File: config.mk
export PLATFORM = sky130hd
export DESIGN_NAME = dm_port_arbiter_flat
export DESIGN_NICKNAME = d
export VERILOG_FILES = /design/src/rtl/dm_port_arbiter_if.sv /design/src/rtl/dm_port_arbiter.sv /design/src/flat_wrapper.sv
export SDC_FILE = /design/constraint.sdc
export NUM_CORES = 1
export LEC_CHECK = 0
export BUFFER_PORTS_ARGS = -buffer_cell sky130_fd_sc_hd__buf_2
export CORE_MARGIN = 10
export CORE_UTILIZATION = 40
export CTS_BUF_LIST = sky130_fd_sc_hd__clkbuf_8
export DETAILED_ROUTE_END_ITERATION = 10
export GPL_ROUTABILITY_DRIVEN = 0
export PLACE_DENSITY = 0.76
export SETUP_SLACK_MARGIN = 0.4
export SLEW_MARGIN = 10
export SYNTH_ARGS = -nofsm -noshare
export SYNTH_HDL_FRONTEND = slang
export SYNTH_SLANG_ARGS = --single-unit
File: constraint.sdc
create_clock -name clk -period 4.77 [get_ports clk]
set_clock_uncertainty 0.1 [all_clocks]
set_input_delay 0.2385 -clock clk [delete_from_list [all_inputs] [get_ports clk]]
set_output_delay 0.2385 -clock clk [all_outputs]
set_load 0.05 [all_outputs]
File: src/rtl/dm_port_arbiter_if.sv
// Bundle of the two requester ports (cpu, dbg) and the data-memory side of dm_port_arbiter.
// The slave modport is the arbiter's view; master is the requester/memory environment's view.
interface dm_port_arbiter_if #(
    parameter int AW = 12,
    parameter int DW = 32
);
    logic          cpu_req,   dbg_req;
    logic          cpu_we,    dbg_we;
    logic [1:0]    cpu_size,  dbg_size;
    logic          cpu_isu,   dbg_isu;
    logic [AW-1:0] cpu_addr,  dbg_addr;
    logic [DW-1:0] cpu_wdata, dbg_wdata;
    logic [31:0]   cpu_pc,    dbg_pc;
    logic          cpu_gnt,   dbg_gnt;
    logic          cpu_rvalid, dbg_rvalid;
    logic          cpu_err,   dbg_err;
    logic [DW-1:0] cpu_rdata, dbg_rdata;

    logic          mem_we;
    logic [1:0]    mem_dst;
    logic          mem_isu;
    logic [AW-1:0] mem_addr;
    logic [DW-1:0] mem_wdata;
    logic [31:0]   mem_iaddr;
    logic [DW-1:0] mem_rdata;

    modport slave (
        input  cpu_req, cpu_we, cpu_size, cpu_isu, cpu_addr, cpu_wdata, cpu_pc,
        input  dbg_req, dbg_we, dbg_size, dbg_isu, dbg_addr, dbg_wdata, dbg_pc,
        output cpu_gnt, cpu_rvalid, cpu_err, cpu_rdata,
        output dbg_gnt, dbg_rvalid, dbg_err, dbg_rdata,
        output mem_we, mem_dst, mem_isu, mem_addr, mem_wdata, mem_iaddr,
        input  mem_rdata
    );

    modport master (
        output cpu_req, cpu_we, cpu_size, cpu_isu, cpu_addr, cpu_wdata, cpu_pc,
        output dbg_req, dbg_we, dbg_size, dbg_isu, dbg_addr, dbg_wdata, dbg_pc,
        input  cpu_gnt, cpu_rvalid, cpu_err, cpu_rdata,
        input  dbg_gnt, dbg_rvalid, dbg_err, dbg_rdata,
        input  mem_we, mem_dst, mem_isu, mem_addr, mem_wdata, mem_iaddr,
        output mem_rdata
    );
endinterface

File: src/rtl/dm_port_arbiter.sv
// Two-port (cpu/dbg) data-memory arbiter: IDLE -> ISSUE -> RESP, one access per 3 cycles.
// Define DM_ARB_ROUND_ROBIN_EN for round-robin tie breaking; default is fixed cpu priority.
module dm_port_arbiter #(
    parameter int AW = 12,
    parameter int DW = 32
) (
    input logic               clk,
    input logic               reset,
    dm_port_arbiter_if.slave  bus
);
    typedef enum logic [1:0] {IDLE = 2'd0, ISSUE = 2'd1, RESP = 2'd2} state_t;

    state_t        state_q, state_d;
    logic          port_q;
    logic          we_q;
    logic [1:0]    size_q;
    logic          isu_q;
    logic [AW-1:0] addr_q;
    logic [DW-1:0] wdata_q;
    logic [31:0]   pc_q;
    logic          err_q;
    logic [DW-1:0] rdata_q;

    logic          take;
    logic          sel_dbg;
    logic          sel_we;
    logic [1:0]    sel_size;
    logic          sel_isu;
    logic [AW-1:0] sel_addr;
    logic [DW-1:0] sel_wdata;
    logic [31:0]   sel_pc;

    function automatic logic misaligned(input logic [1:0] size, input logic [1:0] a);
        case (size)
            2'd0:    misaligned = 1'b0;
            2'd1:    misaligned = a[0];
            2'd3:    misaligned = (a != 2'b00);
            default: misaligned = 1'b1;
        endcase
    endfunction

`ifdef DM_ARB_ROUND_ROBIN_EN
    logic last_grant_q;

    always_ff @(posedge clk or posedge reset) begin
        if (reset)     last_grant_q <= 1'b1;
        else if (take) last_grant_q <= sel_dbg;
    end

    // On a tie, the port that did not win last time goes first.
    assign sel_dbg = bus.dbg_req & (~bus.cpu_req | ~last_grant_q);
`else
    assign sel_dbg = bus.dbg_req & ~bus.cpu_req;
`endif

    assign take      = (state_q == IDLE) & (bus.cpu_req | bus.dbg_req);
    assign sel_we    = sel_dbg ? bus.dbg_we    : bus.cpu_we;
    assign sel_size  = sel_dbg ? bus.dbg_size  : bus.cpu_size;
    assign sel_isu   = sel_dbg ? bus.dbg_isu   : bus.cpu_isu;
    assign sel_addr  = sel_dbg ? bus.dbg_addr  : bus.cpu_addr;
    assign sel_wdata = sel_dbg ? bus.dbg_wdata : bus.cpu_wdata;
    assign sel_pc    = sel_dbg ? bus.dbg_pc    : bus.cpu_pc;

    always_ff @(posedge clk or posedge reset) begin
        if (reset) state_q <= IDLE;
        else       state_q <= state_d;
    end

    always_comb begin
        state_d = state_q;
        case (state_q)
            IDLE:    if (take) state_d = ISSUE;
            ISSUE:   state_d = RESP;
            RESP:    state_d = IDLE;
            default: state_d = IDLE;
        endcase
    end

    always_ff @(posedge clk or posedge reset) begin
        if (reset) begin
            port_q  <= 1'b0;
            we_q    <= 1'b0;
            size_q  <= 2'd0;
            isu_q   <= 1'b0;
            addr_q  <= '0;
            wdata_q <= '0;
            pc_q    <= '0;
            err_q   <= 1'b0;
            rdata_q <= '0;
        end else begin
            if (take) begin
                port_q  <= sel_dbg;
                we_q    <= sel_we;
                size_q  <= sel_size;
                isu_q   <= sel_isu;
                addr_q  <= sel_addr;
                wdata_q <= sel_wdata;
                pc_q    <= sel_pc;
                err_q   <= misaligned(sel_size, sel_addr[1:0]);
            end
            // Stores and faulting accesses return zero read data.
            if (state_q == ISSUE)
                rdata_q <= (we_q | err_q) ? '0 : bus.mem_rdata;
        end
    end

    always_comb begin
        bus.cpu_gnt    = 1'b0;
        bus.dbg_gnt    = 1'b0;
        bus.cpu_rvalid = 1'b0;
        bus.dbg_rvalid = 1'b0;
        bus.cpu_err    = 1'b0;
        bus.dbg_err    = 1'b0;
        bus.cpu_rdata  = '0;
        bus.dbg_rdata  = '0;
        bus.mem_we     = 1'b0;
        bus.mem_dst    = 2'd0;
        bus.mem_isu    = 1'b0;
        bus.mem_addr   = '0;
        bus.mem_wdata  = '0;
        bus.mem_iaddr  = '0;
        case (state_q)
            IDLE: begin
                bus.cpu_gnt = take & ~sel_dbg;
                bus.dbg_gnt = take & sel_dbg;
            end
            ISSUE: begin
                bus.mem_we    = we_q & ~err_q;
                bus.mem_dst   = size_q;
                bus.mem_isu   = isu_q;
                bus.mem_addr  = addr_q;
                bus.mem_wdata = wdata_q;
                bus.mem_iaddr = pc_q;
            end
            RESP: begin
                if (port_q) begin
                    bus.dbg_rvalid = 1'b1;
                    bus.dbg_err    = err_q;
                    bus.dbg_rdata  = rdata_q;
                end else begin
                    bus.cpu_rvalid = 1'b1;
                    bus.cpu_err    = err_q;
                    bus.cpu_rdata  = rdata_q;
                end
            end
            default: ;
        endcase
    end
endmodule
File: src/flat_wrapper.sv
// flat-port wrapper written by rule: the top's interface ports become plain ports
module dm_port_arbiter_flat 
#(
    parameter int AW = 12,
    parameter int DW = 32
)
  (clk, reset, bus_cpu_req, bus_cpu_we, bus_cpu_size, bus_cpu_isu, bus_cpu_addr, bus_cpu_wdata, bus_cpu_pc, bus_dbg_req, bus_dbg_we, bus_dbg_size, bus_dbg_isu, bus_dbg_addr, bus_dbg_wdata, bus_dbg_pc, bus_cpu_gnt, bus_cpu_rvalid, bus_cpu_err, bus_cpu_rdata, bus_dbg_gnt, bus_dbg_rvalid, bus_dbg_err, bus_dbg_rdata, bus_mem_we, bus_mem_dst, bus_mem_isu, bus_mem_addr, bus_mem_wdata, bus_mem_iaddr, bus_mem_rdata);
  dm_port_arbiter_if #(.AW(AW), .DW(DW)) bus_i ();
  input logic clk;
  input logic reset;
  input wire logic [$bits(bus_i.cpu_req)-1:0] bus_cpu_req;
  input wire logic [$bits(bus_i.cpu_we)-1:0] bus_cpu_we;
  input wire logic [$bits(bus_i.cpu_size)-1:0] bus_cpu_size;
  input wire logic [$bits(bus_i.cpu_isu)-1:0] bus_cpu_isu;
  input wire logic [$bits(bus_i.cpu_addr)-1:0] bus_cpu_addr;
  input wire logic [$bits(bus_i.cpu_wdata)-1:0] bus_cpu_wdata;
  input wire logic [$bits(bus_i.cpu_pc)-1:0] bus_cpu_pc;
  input wire logic [$bits(bus_i.dbg_req)-1:0] bus_dbg_req;
  input wire logic [$bits(bus_i.dbg_we)-1:0] bus_dbg_we;
  input wire logic [$bits(bus_i.dbg_size)-1:0] bus_dbg_size;
  input wire logic [$bits(bus_i.dbg_isu)-1:0] bus_dbg_isu;
  input wire logic [$bits(bus_i.dbg_addr)-1:0] bus_dbg_addr;
  input wire logic [$bits(bus_i.dbg_wdata)-1:0] bus_dbg_wdata;
  input wire logic [$bits(bus_i.dbg_pc)-1:0] bus_dbg_pc;
  output wire logic [$bits(bus_i.cpu_gnt)-1:0] bus_cpu_gnt;
  output wire logic [$bits(bus_i.cpu_rvalid)-1:0] bus_cpu_rvalid;
  output wire logic [$bits(bus_i.cpu_err)-1:0] bus_cpu_err;
  output wire logic [$bits(bus_i.cpu_rdata)-1:0] bus_cpu_rdata;
  output wire logic [$bits(bus_i.dbg_gnt)-1:0] bus_dbg_gnt;
  output wire logic [$bits(bus_i.dbg_rvalid)-1:0] bus_dbg_rvalid;
  output wire logic [$bits(bus_i.dbg_err)-1:0] bus_dbg_err;
  output wire logic [$bits(bus_i.dbg_rdata)-1:0] bus_dbg_rdata;
  output wire logic [$bits(bus_i.mem_we)-1:0] bus_mem_we;
  output wire logic [$bits(bus_i.mem_dst)-1:0] bus_mem_dst;
  output wire logic [$bits(bus_i.mem_isu)-1:0] bus_mem_isu;
  output wire logic [$bits(bus_i.mem_addr)-1:0] bus_mem_addr;
  output wire logic [$bits(bus_i.mem_wdata)-1:0] bus_mem_wdata;
  output wire logic [$bits(bus_i.mem_iaddr)-1:0] bus_mem_iaddr;
  input wire logic [$bits(bus_i.mem_rdata)-1:0] bus_mem_rdata;
  assign bus_i.cpu_req = bus_cpu_req;
  assign bus_i.cpu_we = bus_cpu_we;
  assign bus_i.cpu_size = bus_cpu_size;
  assign bus_i.cpu_isu = bus_cpu_isu;
  assign bus_i.cpu_addr = bus_cpu_addr;
  assign bus_i.cpu_wdata = bus_cpu_wdata;
  assign bus_i.cpu_pc = bus_cpu_pc;
  assign bus_i.dbg_req = bus_dbg_req;
  assign bus_i.dbg_we = bus_dbg_we;
  assign bus_i.dbg_size = bus_dbg_size;
  assign bus_i.dbg_isu = bus_dbg_isu;
  assign bus_i.dbg_addr = bus_dbg_addr;
  assign bus_i.dbg_wdata = bus_dbg_wdata;
  assign bus_i.dbg_pc = bus_dbg_pc;
  assign bus_cpu_gnt = bus_i.cpu_gnt;
  assign bus_cpu_rvalid = bus_i.cpu_rvalid;
  assign bus_cpu_err = bus_i.cpu_err;
  assign bus_cpu_rdata = bus_i.cpu_rdata;
  assign bus_dbg_gnt = bus_i.dbg_gnt;
  assign bus_dbg_rvalid = bus_i.dbg_rvalid;
  assign bus_dbg_err = bus_i.dbg_err;
  assign bus_dbg_rdata = bus_i.dbg_rdata;
  assign bus_mem_we = bus_i.mem_we;
  assign bus_mem_dst = bus_i.mem_dst;
  assign bus_mem_isu = bus_i.mem_isu;
  assign bus_mem_addr = bus_i.mem_addr;
  assign bus_mem_wdata = bus_i.mem_wdata;
  assign bus_mem_iaddr = bus_i.mem_iaddr;
  assign bus_i.mem_rdata = bus_mem_rdata;
  dm_port_arbiter #(.AW(AW), .DW(DW)) u_core (.clk(clk), .reset(reset), .bus(bus_i));
endmodule
==> impl_metrics.toml, run 1 <==
[cells_and_area]
multi_input_area_sq_um = 2200
seqCellArea_sq_um = 2900
fill_cells = 927
layout.nets = 1307
final_cells = 1307
drive_gt1_share_pct = 35.2
syn_to_final_growth_pct = 74.6

[clock_network]
cts_max_level = 4
cts.sinks = 116
clkTransAtPathRegs_ns = 0.07
cts_tree = "built"
cts_resized = 0
cts_made_buffers = 17
root_buffer = "clkbuf_8"
clock_path_buffers = 2
clk_latency_ns = 0.43

[floorplanning]
die-area_sq_um = 19100
die_w_um = 138
row_count = 43
die_h_um = 138
core_sq_um = 13800
start_util_pct = 40.5
ioPinCount = 346

[timing]
worst_pin_slew_ns = 1.21
slew_headroom_pct = 19.1
fin_crit_ns = 3.01
timing.fmax_mhz = 332
timing.setup.tns_ns = 0
hold_viol = 0
rsz0062_at_grt = "false"
setup_viol = 0
period_share_pct = 63.1
slew_violations = 0

[yosys]
yosysSeqAreaShare_pct = 52.1
synth_top_area_cell = "dfrtp_1"
synth_most_common_cell = "dfrtp_1"
syn_area_sq_um = 5580
ys_types = 28
synth_cells = 599
synth_commonest_cells = "116 x dfrtp_1, 82 x inv_1, 77 x nor2_1"
synth_nets = 795
yosys-top-cells-area = "dfrtp_1 52%, a22oi_1 10%, and2_1 7.7%"
synth_seq_cells = 116
synth_flop_cell = "dfrtp_1"
synth-edff-count = 0
yosys_warnings = 0
synth_area_per_cell_sq_um = 9.31
synth_top_area_share_pct = 52.1
synthArstFlopShare_pct = 100

[worst_setup_path]
r2r_slack_ns = 1.76
path_class = "flip-flop to flip-flop"
regToRegStartpoint = "u_core.state_q[0]"
crit_path_start_kind = "flip-flop"
cp-end-kind = "flip-flop"
reg2reg_depth = 5
worstPathArrival_ns = 3.23
cp.required_ns = 4.99
worst-path-max-fanout = 29
reg2reg_to = "u_core.pc_q[7]"

[drt]
dr_total_vias = 6734
drc_errors = 0
avgRoutedWirePerCell_um = 19.5
totalWireLength_mm = 25.5
vias_per_cell = 5.15
ant_nets = 0
drt_first_iter_violations = 528
first_pass_iters = 6

[global_routing]
grt_overflow = 0
gr-usage-all-layers_pct = 25.6
grt_pass1_wl_mm = 39.6
grt_max_degree = 82
grt_pass1_vias = 7244
grt_antenna_before_repair = 2

[outcome]
status = "finished, final reports clean"

[place]
dpl.hpwl_mm = 15.3
io_buffers = 345
dp_cells = 1086

[min_path]
holdPathStages = 3
holdPathEnd = "u_core.err_q"
hp-class = "input pin to flip-flop"
hold_start = "bus_dbg_req"

[power]
power_density_nw_per_um2 = 604
vdd_drop_max_mv = 0.341
leakage_nw = 5.05

[run]
max-cap-violations = 0
-- cells in the final DEF, fill, tap and decap left out, types with 2 or more instances in the layout --
master / n
clkinv_4: 2
diode_2: 3
nor2_1: 77
clkinv_2: 4
a22o_1: 33
nand2b_1: 2
clkinvlp_4: 3
mux2_2: 6
and2_1: 69
clkbuf_8: 17
buf_2: 345
o21ai_0: 76
dlygate4sd3_1: 186
bufinv_16: 5
buf_4: 7
a22oi_1: 76
dfrtp_1: 116
inv_1: 82
nand2_1: 2
-- how the worst max path moves through the flow --
stage,startpoint,endpoint,slack (ns),cells after the start
detailed placement,u_core.state_q[0],u_core.rdata_q[19],2.15,3
floorplan,reset,u_core.addr_q[0],1.36,1
global placement,u_core.state_q[0],u_core.rdata_q[18],2.28,3
global route,u_core.state_q[1],bus_mem_iaddr[15],1.71,4
finish,u_core.state_q[0],u_core.pc_q[7],1.76,5
CTS,u_core.state_q[1],bus_mem_iaddr[29],1.85,4
-- power by group --
part           leakage [nW]  switching (mW)  total [mW]  internal [mW]
clock network         0.223           0.418        1.03          0.617
registers              1.46           0.248        1.72           1.47
logic                  3.36            2.16        3.13          0.966
total                  5.05            2.83        5.88           3.05
-- state kept, by name (all words and copies together) (netlist names) --
signal / flops
u_core.addr_q: 12
u_core.err_q: 1
u_core.isu_q: 1
u_core.pc_q: 32
u_core.port_q: 1
u_core.rdata_q: 32
u_core.size_q: 2
u_core.state_q: 2
u_core.wdata_q: 32
u_core.we_q: 1
-- through the flow --
step,util (%),instance area [sq um],power (mW),hold WS (ns),worst slack [ns]
6_report,70.7,9740,5.88,0.0455,1.76
5_1_grt,70.7,9730,6.20,0.0427,1.71
4_1_cts,70.6,9730,5.76,0.0181,1.85
3_5_place_dp,53.9,7420,4.42,0.360,2.15
3_3_place_gp,53.9,7420,4.35,0.355,2.28
2_1_floorplan,-,5580,3.69,0.271,1.36
-- kinds of logic after synthesis --
logic type,synth area share [%]
buf+inv,8.95
compound gates,22.9
flops,52.1
simple gates,14.7
mux,1.39
-- what timing repair did --
| action | CTS | global route |
|---|---|---|
| hold endpoints to repair | 186 | 0 |
| setup buffers | 0 | 0 |
| hold buffers | 186 | 0 |
-- critical path, cell delays in order (launching register included) --
cell	delay, ns
dfrtp_1	0.50
nor3b_4	0.92
buf_4	0.46
a22oi_1	0.14
dlygate4sd3_1	0.63
o21ai_0	0.12
-- area by class of cell --
class                           count  area share [%]
Timing Repair Buffer              538            37.4
Sequential cell                   116            29.8
Multi-Input combinational cell    355            22.6
Inverter                           83            3.23
Clock buffer                       17            2.40
Tap cell                          180            2.31
Clock inverter                     15            2.20
Antenna cell                        3          0.0771
-- metal layers --
layer	vias to the layer above	global-route usage, %	share of wire (%)
met5	-	0	0
met4	0	11.2	3.8
met3	72	10.0	10
met2	457	43.7	50
met1	3163	27.5	36
li1	3042	-	-
(Power assumes the default switching activity.)
==> inputs of run 2 (changes only) <==
--- a/config.mk
+++ b/config.mk
@@ -11,7 +11,7 @@
 export CTS_BUF_LIST = sky130_fd_sc_hd__clkbuf_8
 export DETAILED_ROUTE_END_ITERATION = 10
 export GPL_ROUTABILITY_DRIVEN = 0
-export PLACE_DENSITY = 0.76
+export PLACE_DENSITY = 0.79
 export SETUP_SLACK_MARGIN = 0.4
 export SLEW_MARGIN = 10
 export SYNTH_ARGS = -nofsm -noshare
==> constraint.sdc (replaced) <==
create_clock -name clk -period 2.6 [get_ports clk]
set_clock_uncertainty 0.1 [all_clocks]
set_input_delay 0.13 -clock clk [delete_from_list [all_inputs] [get_ports clk]]
set_output_delay 0.13 -clock clk [all_outputs]
set_load 0.05 [all_outputs]
==> impl_metrics.toml, run 2 (same netlist as run 1, synthesis figures left out) <==
[outcome]
status = "finished, final reports clean"

[worst_setup_path]
path_class = "flip-flop to flip-flop"
worstPathArrival_ns = 2.45
crit_path_start_kind = "flip-flop"
worst-path-max-fanout = 13
cp-end-kind = "flip-flop"
cp.required_ns = 2.85

[clock_network]
cts_max_level = 4
root_buffer = "clkbuf_8"
cts_tree = "built"
clkTransAtPathRegs_ns = 0.07
clock_path_buffers = 2
cts.sinks = 116
cts_made_buffers = 17
clk_latency_ns = 0.43

[drt]
avgRoutedWirePerCell_um = 20.2
vias_per_cell = 5.30
drt_first_iter_violations = 517
totalWireLength_mm = 27.0
first_pass_iters = 5
ant_nets = 0
dr_total_vias = 7080
drc_errors = 0

[power]
leakage_nw = 5.22
vdd_drop_max_mv = 0.764
power_density_nw_per_um2 = 1080

[global_routing]
grt_pass1_wl_mm = 40.6
grt_max_degree = 117
grt_pass1_vias = 7628
grt_antenna_before_repair = 8
grt_overflow = 0
gr-usage-all-layers_pct = 26.1

[cells_and_area]
syn_to_final_growth_pct = 80.9
largestRegisters = "u_core.pc_q: 32 flops, u_core.rdata_q: 32 flops, u_core.wdata_q: 32 flops"
mostFrequentLayoutCells = "336 x buf_2, 195 x dlygate4sd3_1, 114 x dfrtp_1, 84 x inv_1, 77 x nor2_1"
final_area_sq_um = 10100
fill_cells = 877
final_common_cell = "buf_2"
drive_gt1_share_pct = 35.7
layout.nets = 1328

[place]
dpl_cell_area_sq_um = 7500
dpl.hpwl_mm = 15.2
io_buffers = 345

[timing]
setup_viol = 0
worst_pin_slew_ns = 0.607
hold_viol = 0
rsz0062_at_grt = "true"
slew_headroom_pct = 59.6
timing.setup.tns_ns = 0
timing.fmax_mhz = 454
fin_crit_ns = 2.20
slew_violations = 0
period_share_pct = 84.6

[floorplanning]
die_w_um = 138
die_h_um = 138
die-area_sq_um = 19100
ioPinCount = 346
row_count = 43
core_sq_um = 13800
start_util_pct = 40.5

[min_path]
hp-class = "input pin to flip-flop"

[run]
max-cap-violations = 0
-- run 2: cell types whose count changed in the layout (fill, tap and decap cells not counted), moves of 3 or more --
cell | previous run | this run
buf_12 | 0 | 6
buf_6 | 0 | 4
clkbuf_8 | 17 | 20
clkbuf_4 | 0 | 8
buf_2 | 345 | 336
dlygate4sd3_1 | 186 | 195
diode_2 | 3 | 11
-- run 2: metal layers --
| layer | vias up | track usage [%] | routed length, um |
|---|---|---|---|
| met2 | 548 | 44.1 | 13300 |
| met1 | 3326 | 27.1 | 9420 |
| met3 | 113 | 9.04 | 2820 |
| met5 | - | 0 | 0 |
| met4 | 0 | 16.9 | 1470 |
| li1 | 3093 | - | - |
-- run 2: worst paths after layout --
kind | slack (ns) | end | startpoint | depth (start not counted)
worst max-delay path | 0.40 | u_core.pc_q[11] | u_core.state_q[1] | 6
worst min-delay path | 0.05 | u_core.err_q | bus_dbg_addr[1] | 3
worst max register to register | 0.40 | u_core.pc_q[11] | u_core.state_q[1] | 6
worst min register to register | 0.40 | u_core.addr_q[1] | u_core.addr_q[1] | 1
max in group asynchronous | 1.59 | u_core.state_q[0] | reset | 4
min in group asynchronous | 0.35 | u_core.rdata_q[8] | reset | 4
-- run 2: final cells by class --
type,instances,area (sq um),area share [%]
Clock inverter,12,161,1.60
Multi-Input combinational cell,356,2210,21.9
Clock buffer,20,275,2.73
Inverter,83,315,3.13
Sequential cell,116,2910,28.8
Tap cell,180,225,2.23
Timing Repair Buffer,558,3960,39.3
Antenna cell,11,27.5,0.273
-- run 2: worst max-delay path: stages (launching register included) --
cell           delay [ns]
dfrtp_2              0.47
nor4b_4              0.41
buf_6                0.20
buf_12               0.16
a22oi_1              0.10
dlygate4sd3_1        0.60
o21ai_0              0.08
-- run 2: through the flow --
stage	hold slack [ns]	std cells	total power [mW]	setup slack, ns	util (%)
after floorplan	0.163	599	6.78	0.526	-
after global placement	0.245	1091	8.07	0.640	54.5
after detailed placement	0.249	1091	8.18	0.573	54.5
after CTS	0.0230	1319	10.6	0.402	72.0
after global routing	0.0200	1333	11.4	0.333	73.2
final	0.0496	1336	10.9	0.400	73.2
-- run 2: timing repair --
action                                  CTS  global route
endpoints found under the hold margin   229             0
setup buffers                             0             3
pin swaps                                 0             1
gates resized for setup                   6            22
hold buffers                            195             0
endpoints found under the setup margin   76           136
cloned                                    1             3
-- run 2: report_power, final --
| group | switching [mW] | internal, mW |
|---|---|---|
| combinational | 4.01 | 1.85 |
| sequential | 0.490 | 2.70 |
| clock | 0.732 | 1.11 |
| total | 5.23 | 5.65 |
==> inputs of run 3 (changes only) <==
==> constraint.sdc (replaced) <==
create_clock -name clk -period 1.95 [get_ports clk]
set_clock_uncertainty 0.1 [all_clocks]
set_input_delay 0.0975 -clock clk [delete_from_list [all_inputs] [get_ports clk]]
set_output_delay 0.0975 -clock clk [all_outputs]
set_load 0.05 [all_outputs]
==> impl_metrics.toml, run 3 <==
[yosys]
synth_most_common_cell = "dfrtp_1"
syn_area_sq_um = 5580
synthArstFlopShare_pct = 100
yosys.area_share.simple_pct = 14.7
yosys_warnings = 0
synth_xor_area_share_pct = 0
synth_top_family_by_area = "compound AO/OA/AOI/OAI gates"
synth-edff-count = 0
synth_compound_area_share_pct = 22.9
ys_types = 28
synth_top_area_cell = "dfrtp_1"
synth_seq_cells = 116
yosys.area_share.adder_pct = 0
synth_commonest_cells = "116 x dfrtp_1, 82 x inv_1, 77 x nor2_1"
yosysSeqAreaShare_pct = 52.1
synth_area_per_cell_sq_um = 9.31
synth_top_area_share_pct = 52.1
synth_cells = 599
muxShareOfSynthArea_pct = 1.39
synth_nets = 795
synth_flop_cell = "dfrtp_1"
yosys-top-cells-area = "dfrtp_1 52%, a22oi_1 10%, and2_1 7.7%"

[floorplanning]
ioPinCount = 346
start_util_pct = 40.5
die_w_um = 138
die_h_um = 138
row_count = 43

[timing]
worst-ep-kind = "primary output"
worst_endpoint = "bus_cpu_rdata[9]"

[outcome]
status = "aborted with a tool error"
failed_stage = "global routing"
error = "[ERROR DPL-0038] Utilization greater than 100%, impossible to legalize"

[clock_network]
clock_path_buffers = 2
root_buffer = "clkbuf_8"
cts_made_buffers = 17
cts_max_level = 4
cts.sinks = 116

[place]
pre_cts_ws_ns = 0.0668
io_buffers = 345
dpl.hpwl_mm = 15.5

[global_routing]
grt_max_degree = 117
-- run 3: cell counts after synthesis --
No cell type changed its count.
-- run 3: kinds of logic after synthesis --
kind of cell	Yosys count
buf+inv	128
flops	116
simple gates	158
mux	7
compound gates	190
-- run 3: timing repair --
action	4_1_cts
gates resized for setup	524
endpoints found under the setup margin	263
hold endpoints to repair	230
hold buffers	198
setup buffers	35
pin swaps	50
cloned	25
-- run 3: metrics by stage --
step	area, sq um	hold slack, ns	std cells	TNS (ns)
4_1_cts	13000	0.182	1386	-2.08
3_3_place_gp	7980	0.214	1096	0
3_5_place_dp	7980	0.216	1096	0
2_1_floorplan	5970	0.130	599	0
==> inputs of run 4 (changes only) <==
--- a/config.mk
+++ b/config.mk
@@ -7,12 +7,10 @@
 export LEC_CHECK = 0
 export BUFFER_PORTS_ARGS = -buffer_cell sky130_fd_sc_hd__buf_2
 export CORE_MARGIN = 10
-export CORE_UTILIZATION = 40
-export CTS_BUF_LIST = sky130_fd_sc_hd__clkbuf_8
+export CORE_UTILIZATION = 25
 export DETAILED_ROUTE_END_ITERATION = 10
 export GPL_ROUTABILITY_DRIVEN = 0
-export PLACE_DENSITY = 0.79
-export SETUP_SLACK_MARGIN = 0.4
+export PLACE_DENSITY_LB_ADDON = 0.15
 export SLEW_MARGIN = 10
 export SYNTH_ARGS = -nofsm -noshare
 export SYNTH_HDL_FRONTEND = slang
==> constraint.sdc (replaced) <==
create_clock -name clk -period 2.5 [get_ports clk]
set_clock_uncertainty 0.1 [all_clocks]
set_input_delay 0.125 -clock clk [delete_from_list [all_inputs] [get_ports clk]]
set_output_delay 0.125 -clock clk [all_outputs]
set_load 0.05 [all_outputs]
==> impl_metrics.toml, run 4 (same netlist as run 1, synthesis figures left out) <==
[global_routing]
grt_max_degree = 60
grt_pass1_vias = 6907
grt_antenna_before_repair = 1
grt_pass1_wl_mm = 36.3
gr-usage-all-layers_pct = 15.5
grt_overflow = 0

[cells_and_area]
drive_gt1_share_pct = 35.4
final_area_sq_um = 10200
mostFrequentLayoutCells = "345 x buf_2, 194 x dlygate4sd3_1, 116 x dfrtp_1, 81 x inv_1, 77 x nor2_1"
fill_cells = 2161
largestRegisters = "u_core.pc_q: 32 flops, u_core.rdata_q: 32 flops, u_core.wdata_q: 32 flops"
final_common_cell = "buf_2"
multi_input_area_sq_um = 2200
syn_to_final_growth_pct = 82.6
layout.nets = 1321
seqCellArea_sq_um = 2900

[clock_network]
post_cts_buffers = 0
cts_made_buffers = 17
root_buffer = "clkbuf_16"
cts_max_level = 4
clk_latency_ns = 0.40
clkTransAtPathRegs_ns = 0.05
clock_path_buffers = 2
cts_tree = "built"
cts.sinks = 116

[power]
p_int_mw = 6.18
switching_power_mw = 5.33
combPwrFrac_pct = 51.8
vdd_drop_max_mv = 0.657
clkPwrFrac_pct = 20.2
seq_power_share_pct = 28.0
swShare_pct = 46.3
leakage_nw = 5.17
power_density_nw_per_um2 = 1130

[drt]
dr_total_vias = 6197
ant_nets = 0
avgRoutedWirePerCell_um = 16.1
first_pass_iters = 4
drt_first_iter_violations = 206
drc_errors = 0
vias_per_cell = 4.36
totalWireLength_mm = 22.8

[timing]
whs_ns = 0.0331
period_share_pct = 93.0
slew_violations = 0
slew_headroom_pct = 50.2
timing.setup.tns_ns = 0
timing.fmax_mhz = 430
rsz0062_at_grt = "false"
setup_viol = 0
worst_pin_slew_ns = 0.747
fin_crit_ns = 2.33
hold_viol = 0

[worst_setup_path]
crit_path_start_kind = "flip-flop"
cp-startpoint = "u_core.state_q[0]"
worst-path-max-fanout = 43
cp.required_ns = 2.68
reg2reg_depth = 5
reg2reg_to = "u_core.err_q"
path_class = "flip-flop to flip-flop"
r2r_slack_ns = 0.17
worstPathArrival_ns = 2.50
cp-end-kind = "flip-flop"
regToRegStartpoint = "u_core.state_q[0]"

[place]
io_buffers = 345
dpl_cell_area_sq_um = 7670
dpl.hpwl_mm = 16.6

[floorplanning]
die_w_um = 169
die-area_sq_um = 28700
ioPinCount = 346
start_util_pct = 25.5
core_sq_um = 21900
row_count = 54
die_h_um = 169

[min_path]
hold_start = "bus_dbg_size[1]"
holdPathEnd = "u_core.size_q[1]"
holdPathStages = 3
hp-class = "input pin to flip-flop"

[run]
max-cap-violations = 0

[outcome]
status = "finished, final reports clean"
==> run 4: layout make-up <==
class	instances	share of cell area, %
clock inverter	14	1.27
inverter	83	3.10
sequential	116	28.5
tap	280	3.44
clock buffer	18	4.31
timing repair buffer	552	37.7
antenna	2	0.0492
multi-input combinational	355	21.6
==> run 4: how the worst max path moves through the flow <==
stage                   endpoint  depth (start not counted)
6_report            u_core.err_q                          5
5_1_grt             u_core.err_q                          5
4_1_cts             u_core.err_q                          5
3_5_place_dp     bus_mem_addr[2]                          4
3_3_place_gp   bus_mem_iaddr[12]                          4
2_1_floorplan         bus_mem_we                          4
==> run 4: worst max-delay path, cell delays in order (launching register included) <==
cell and delay (ns):
dfrtp_1 0.49, nor3b_4 0.27, buf_4 0.44, a22o_1 0.23, a32oi_1 0.09, dlygate4sd3_1 0.58
==> run 4: repair_timing <==
item                                   in CTS  in global routing
hold buffers                              194                  0
endpoints found under the hold margin     229                  0
gates resized for setup                     0                  0
==> run 4: power groups by stage <==
stage / Combinational (mW) / Clock, mW / Sequential (mW)
final: 5.96 / 2.32 / 3.22
after global routing: 6.50 / 2.50 / 3.34
after CTS: 6.04 / 2.41 / 3.23
after detailed placement: 5.41 / 0 / 3.26
after global placement: 5.40 / 0 / 3.24
after floorplan: 3.95 / 0 / 3.10
==> run 4: metrics by stage <==
step,utilization (%),power (mW),setup slack (ns),std cells
after floorplan,-,7.05,0.239,599
after global placement,35.0,8.64,0.756,1192
after detailed placement,35.0,8.67,0.711,1192
after CTS,46.5,11.7,0.178,1418
after global routing,46.5,12.3,0.0685,1418
final,46.5,11.5,0.175,1420
==> run 4: routing by layer <==
| metal | wire length, um | track usage, % | share of wire, % |
|---|---|---|---|
| met5 | 0 | 0 | 0 |
| met4 | 279 | 4.54 | 1.2 |
| met3 | 2460 | 7.64 | 11 |
| met2 | 10900 | 25.9 | 48 |
| met1 | 9190 | 17.0 | 40 |
